`src/rtl/priority_arbiter_rr_pkg.sv`:
```
// Shared constants, FSM encoding and width helper for the priority_arbiter_rr block.
package priority_arbiter_rr_pkg;

    localparam logic MODE_FIXED = 1'b0;
    localparam logic MODE_RR    = 1'b1;

    typedef enum logic {
        ST_IDLE = 1'b0,
        ST_HOLD = 1'b1
    } state_t;

    function automatic int clog2(input int value);
        int w;
        w = 0;
        while ((1 << w) < value) w++;
        return w;
    endfunction

endpackage

```
`src/rtl/priority_arbiter_rr_find.sv`:
```
// Combinational highest-set-bit finder: reports whether any bit is set and its index.
module priority_arbiter_rr_find
    import priority_arbiter_rr_pkg::*;
#(
    parameter int N     = 16,
    parameter int IDX_W = clog2(N)
) (
    input  logic [N-1:0]     vec,
    output logic             found,
    output logic [IDX_W-1:0] idx
);

    // NOTE: every output gets a default before the loop so no latch is inferred.
    always_comb begin
        found = 1'b0;
        idx   = '0;
        for (int i = 0; i < N; i++) begin
            if (vec[i]) begin
                found = 1'b1;
                idx   = IDX_W'(i);
            end
        end
    end

endmodule

```
`src/rtl/priority_arbiter_rr.sv`:
```
// Registered N-way arbiter with fixed-priority and round-robin modes behind a valid/ready grant port.
module priority_arbiter_rr
    import priority_arbiter_rr_pkg::*;
#(
    parameter int N     = 16,
    parameter int IDX_W = clog2(N)
) (
    input  logic             clk,
    input  logic             rst,
    input  logic [N-1:0]     req,
    input  logic             mode,
    input  logic             gnt_ready,
    output logic             gnt_valid,
    output logic [IDX_W-1:0] gnt_idx,
    output logic [N-1:0]     gnt_onehot
);

    state_t           state;
    state_t           state_next;
    logic [IDX_W-1:0] ptr;
    logic [IDX_W-1:0] ptr_eff;
    logic [IDX_W-1:0] winner;
    logic [IDX_W-1:0] masked_idx;
    logic [IDX_W-1:0] raw_idx;
    logic [N-1:0]     below_mask;
    logic             masked_found;
    logic             raw_found;
    logic             accept;
    logic             arb;

    assign gnt_valid = (state == ST_HOLD);
    assign accept    = gnt_valid & gnt_ready;
    assign arb       = (state == ST_IDLE) || gnt_ready;

    // The grant being accepted this cycle is already the last winner for back-to-back searches.
    assign ptr_eff = accept ? gnt_idx : ptr;

    always_comb begin
        below_mask = '0;
        for (int i = 0; i < N; i++) begin
            below_mask[i] = (IDX_W'(i) < ptr_eff);
        end
    end

    priority_arbiter_rr_find #(.N(N), .IDX_W(IDX_W)) u_find_masked (
        .vec   (req & below_mask),
        .found (masked_found),
        .idx   (masked_idx)
    );

    priority_arbiter_rr_find #(.N(N), .IDX_W(IDX_W)) u_find_raw (
        .vec   (req),
        .found (raw_found),
        .idx   (raw_idx)
    );

    // Round-robin prefers indices below ptr; with none set it wraps to the top of the raw vector.
    always_comb begin
        winner = raw_idx;
        case (mode)
            MODE_FIXED: winner = raw_idx;
            MODE_RR:    if (masked_found) winner = masked_idx;
        endcase
    end

    always_comb begin
        state_next = state;
        if (arb) begin
            state_next = raw_found ? ST_HOLD : ST_IDLE;
        end
    end

    // NOTE: sequential state uses non-blocking assignments so every register samples pre-edge values.
    always_ff @(posedge clk or posedge rst) begin
        if (rst) begin
            state <= ST_IDLE;
        end else begin
            state <= state_next;
        end
    end

    always_ff @(posedge clk or posedge rst) begin
        if (rst) begin
            ptr        <= '0;
            gnt_idx    <= '0;
            gnt_onehot <= '0;
        end else begin
            if (accept) begin
                ptr <= gnt_idx;
            end
            if (arb) begin
                gnt_idx    <= raw_found ? winner : '0;
                gnt_onehot <= raw_found ? (N'(1) << winner) : '0;
            end
        end
    end

endmodule

```
`config.mk`:
```
export PLATFORM = sky130hd
export DESIGN_NAME = priority_arbiter_rr
export DESIGN_NICKNAME = d
export VERILOG_FILES = /design/src/rtl/priority_arbiter_rr_pkg.sv /design/src/rtl/priority_arbiter_rr_find.sv /design/src/rtl/priority_arbiter_rr.sv
export SDC_FILE = /design/constraint.sdc
export NUM_CORES = 1
export LEC_CHECK = 0
export ABC_AREA = 1
export CAP_MARGIN = 25
export CORE_UTILIZATION = 50
export CTS_CLUSTER_DIAMETER = 30
export DETAILED_ROUTE_END_ITERATION = 10
export MAX_ROUTING_LAYER = met4
export PLACE_DENSITY = 0.8
export SYNTH_ARGS = -nofsm -noshare
export SYNTH_HDL_FRONTEND = slang
export SYNTH_SLANG_ARGS = --single-unit
```
`constraint.sdc`:
```
create_clock -name clk -period 2.4 [get_ports clk]
set_input_delay 0.36 -clock clk [delete_from_list [all_inputs] [get_ports clk]]
set_output_delay 0.36 -clock clk [all_outputs]
set_load 0.01 [all_outputs]
```
Word-level counts from Yosys, hierarchy flattened
Cells that the tools add are included.
{ "classes": {"magnitude_cmp": 16, "bitwise_logic": 4, "shifts": 1, "n_reduce_logical": 1, "n_mux": 68} }
{ "op_table": {"columns": ["operator", "count"], "rows": [
  ["$mux W4", 19],
  ["$mux W1", 35],
  ["$lt A4 B4 Y1 const A", 8],
  ["$mux W3", 8],
  ["$and A16 B16 Y16", 1],
  ["$lt A3 B4 Y1 const A", 4],
  ["$mux W16", 1],
  ["$shl A1 B4 Y16 const A", 1],
  ["$lt A1 B4 Y1 const A", 2],
  ["$lt A2 B4 Y1 const A", 2],
  ["$mux W2", 4],
  ["$pmux W4 S2", 1],
  ["$not A1 Y1", 2],
  ["$and A1 B1 Y1", 1],
  ["$logic_or A1 B1 Y1", 1]
]} }
{ "word_totals": {"output_inout_bits": 21, "reg_bits": 25, "word_cells": 94, "input_bits": 20} }

Longest topological paths before layout
{ "logic_depth": {"word_depth": 24, "depth_mapped": 23, "mapped_depth_nobuf": 22} }

By module
From an unflattened synthesis, not the netlist that was laid out.
{ "hier_totals": {"cells_unflattened": 285, "area_unflattened_um2": 1762.9} }
{ "modules_own_cells": {"columns": ["module", "area_per_inst_um2", "instances", "seq_area_each_um2", "cells_per_inst"], "rows": [
  ["priority_arbiter_rr", 1352.5, 1, 625.6, 189],
  ["priority_arbiter_rr_find", 205.2, 2, 0.0, 48]
]} }

Worst setup path before layout
No wires, ideal clock.
{ "synth_path": {"path_type": "reg2reg", "start": "register state (netlist: gnt_valid)", "end": "register gnt_onehot[0]", "t_arrival_ns": 1.983, "setup_time_ns": 0.078, "path_buffers": 1, "path_stages_with_launch": 15, "required_ns": 2.322, "path_slack_ns": 0.338, "period_less_slack_ns": 2.062, "path_cell_list": "dfrtp_1 -> buf_6 -> nand2_8 -> nand2_2 -> nand2_2 -> nand3_2 -> o211ai_1 -> nand2_1 -> nor2_1 -> nand4_2 -> a21oi_1 -> inv_1 -> nand2_2 -> nand4_1 -> o21bai_1"} }
{ "synth_between": {"elab_chain_len": 24, "elab_cells_between_ends": 56, "classes_between": "16 x order compare; 1 x shift; 35 x mux; 3 x bitwise; 1 x reduce/logical"} }
{ "synth_rtl": {"columns": ["element", "line", "source"], "rows": [
  ["start, declared", "priority_arbiter_rr.sv:18", "state_t state;"],
  ["start signal, assigned", "priority_arbiter_rr.sv:78", "state <= state_next;"],
  ["$and A1 B1 Y1", "priority_arbiter_rr.sv:32", "assign accept = gnt_valid & gnt_ready;"],
  ["$mux W4", "priority_arbiter_rr.sv:36", "assign ptr_eff = accept ? gnt_idx : ptr;"],
  ["$lt A1 B4 Y1", "priority_arbiter_rr.sv:41", "below_mask[i] = (IDX_W'(i) < ptr_eff);"],
  ["$and A16 B16 Y16", "priority_arbiter_rr.sv:46", ".vec (req & below_mask),"],
  ["$mux W1 (16 in a row)", "priority_arbiter_rr_find.sv:18", "if (vec[i]) begin"],
  ["$mux W4", "priority_arbiter_rr.sv:62", "MODE_RR: if (masked_found) winner = masked_idx;"],
  ["$pmux W4 S2", "priority_arbiter_rr.sv:60", "case (mode)"],
  ["$shl A1 B4 Y16", "priority_arbiter_rr.sv:93", "gnt_onehot <= raw_found ? (N'(1) << winner) : '0;"],
  ["$mux W16", "priority_arbiter_rr.sv:93", null],
  ["end signal, assigned", "priority_arbiter_rr.sv:93", null],
  ["end, declared", "priority_arbiter_rr.sv:15", "output logic [N-1:0] gnt_onehot"]
]} }
Several ways; a longest one is shown, not always the timed one.
A chain may end at the register's enable or synchronous reset.

Worst setup path in the final report
{ "layout_path": {"start": "register state (netlist: gnt_valid)", "end": "register gnt_onehot[2]"} }
Same word-level chain as after synthesis.

==> summary.md <==
| Metric | Value |
|---|---|
| Status | complete, but fails checks |
| Failing checks | design-rule violations |
| Detail Placement HPWL | 3570 um |
| Final critical-path share of the clock period | 0.985 |
| HP Class | primary input to async pin |
| FF+latch count, synth | 25 |
| Ranking of synthesized cells by area | dfrtp_1 (36%), nand2_1 (13%), inv_1 (8.6%) |
| Num rows | 21 |
| Core ar. | 3340 sq um |
| Main flop type after synthesis | dfrtp_1 |
| Drt pass-1 iters | 7 |
| CTS Buffer Depth | 2 |
| Post-synthesis sequential area ratio | 0.360 |
| Fmax | 0.423 GHz |
| Crit Path Class | flop to flop |
| RSZ-0062 raised after global routing | true |
| Placer congestion estimate | 0.926 |
| Reg-to-Reg Start | gnt_valid |
| Hold Fails Final Rpt | 0 |
| Post-synthesis cell type count | 29 |
| Ant diodes | 0 |
| Total Power | 0.00160 W |
| Total die area | 3710 sq um |
| H-tree depth | 1 |
| Final Routed Wirelength | 4590 um |
| Fillers | 265 |
| First-pass GRT wire length | 7040 um |
| CTS hold repair buffers | 0 |
| GRT Overall Usage | 0.267 |
| Number of synthesized flops with an enable pin | 0 |
| Seq. cell area | 626 sq um |
| Reg clk slew, reported paths | 130 ps |
| Drt via density | 5.13 |
| Root buffer cell | clkbuf_4 |
| Most frequent cell after synthesis | nand2_1 |
| CTS tree | done |
| Clock Sinks | 25 |
| Worst Reg2Reg Path Length in Cells | 14 |
| Leakage | 1.23 nW |
| GRT overflow | 0 |
| Share of layout cells above drive strength 1 | 0.239 |
| Ys async rst share | 1.00 |
| Final setup TNS | 0 ps |
| Area growth from synthesis to layout | 43.4% |
| Maximum fanout along the worst path | 10 |
| Area of the multi-input gates | 1010 sq um |
| Number of global-route vias before repair | 1596 |
| WP data arrival | 2620 ps |
| Area leader, netlist | dfrtp_1 |
| Clk_lat worst skew | 320 ps |
| ANT nets after route | 0 |
| Mapped Cells | 244 |
| Via count | 1828 |
| WP data required | 2660 ps |
| Commonest cells in the netlist | nand2_1 (60), inv_1 (40), dfrtp_1 (25) |
| Antenna violations before repair | 0 |
| DRC errors left | 2 |
| # IOs | 41 |
| Setup slack, reg-to-reg | 40 ps |
| Critical Path Source | gnt_valid |
| Initial DRC Count | 113 |
| YS warnings | 0 |
| Mapped Avg Cell Area | 7.12 sq um |
| Clock buffer count from CTS | 3 |
| Slew Limit Fails | 0 |
| Synth Cell Area | 1740 sq um |
| Largest net degree at the start of global routing | 26 |
| Clock Skew | 3.14 ps |
| Crit end category | flop |
| Final #Nets | 331 |
| Wire per inst | 12.9 um |
| Yosys top cell area share | 0.360 |
| RR Endpoint | gnt_onehot[2] |
| Peak supply drop | 0.000390 V |
| Max_cap viols | 0 |
| Post-Syn Nets | 264 |
| Starting Density | 0.520 |
| Final setup fails | 0 |
| Tmin final | 2360 ps |
| Type of origin of the critical path | flop |
| Slew margin rel. | 0.708 |
| Worst-margin pin slew | 434 ps |
| PD cells | 641 nW/um^2 |
| DIE WIDTH | 60.9 um |
| Number of port buffers | 40 |
| Vert. Die Dim | 60.9 um |
[final cells by class]
| class | instances | share of cell area |
|---|---|---|
| clock buffer | 3 | 0.00905 |
| clock inverter | 1 | 0.00201 |
| inverter | 44 | 0.0663 |
| multi-input combinational | 171 | 0.404 |
| sequential | 25 | 0.251 |
| tap | 46 | 0.0231 |
| timing repair buffer | 66 | 0.244 |
[layer usage]
metal	share of wire	vias to the layer above	global-route usage	routed length [um]
li1	-	912	-	-
met1	0.46	862	0.357	2120
met2	0.48	48	0.433	2200
met3	0.046	6	0.0384	213
met4	0.011	0	0.0519	50
met5	0	-	-	0
[cell families (layout without fill, tap and decap cells)]
logic type | count (synthesis) | count (layout) | synth area share
flops | 25 | 25 | 0.360
simple gates | 137 | 137 | 0.404
compound gates | 34 | 34 | 0.123
buf+inv | 48 | 114 | 0.112
[flip-flops by register name, indices dropped and copies added, names as in the netlist]
name / count
ptr: 4
gnt_valid: 1
gnt_idx: 4
gnt_onehot: 16
[worst max path at each step]
stage / end / slack [ps]
global placement: gnt_onehot[0] / -400
CTS: gnt_onehot[6] / 7
detailed placement: gnt_onehot[8] / -430
finish: gnt_onehot[2] / 40
global route: gnt_onehot[2] / -140
floorplan: gnt_onehot[0] / 340
[metrics by stage]
step           setup WS [ps]  hold WS (ps)   util  cell area, sq um  cells
2_1_floorplan            338           387      -              1740    244
3_3_place_gp            -403           467  0.702              2340    348
3_5_place_dp            -426           469  0.702              2340    348
4_1_cts                 6.73           400  0.726              2420    355
5_1_grt                 -140           431  0.746              2490    356
6_report                35.3           389  0.746              2490    356
[worst max-delay path: stages, from the launching register on]
cell      delay [ps]
dfrtp_1          420
buf_12           150
nand2_8           80
nand2_4           60
nand2_4           70
buf_4            120
nor3_1            50
buf_4            140
nor4_4           310
nand4_4          170
nand3b_1         130
nor2_1            70
nor2_2           190
nand4_1          180
o21bai_1         170
[layout by cell type, fill, tap and decap left out, types with 11 or more instances in the layout]
| master | n |
|---|---|
| dfrtp_1 | 25 |
| nor2_1 | 16 |
| inv_1 | 39 |
| nand2_2 | 12 |
| nand2_1 | 55 |
| buf_4 | 23 |
| nand4_1 | 13 |
| clkdlybuf4s50_1 | 39 |
| nand3_1 | 11 |
[power by group]
part | switching, W | internal, W | leakage (nW)
sequential | 0.0000476 | 0.000494 | 0.325
combinational | 0.000492 | 0.000376 | 0.887
clock | 0.000124 | 0.0000625 | 0.0177
[repair_timing]
action | in CTS | in global routing
setup buffers | 2 | 1
pin swaps | 8 | 18
resized for setup | 7 | 16
gates cloned | 1 | 0
endpoints found under the setup margin | 5 | 20
(Power assumes the default switching activity.)
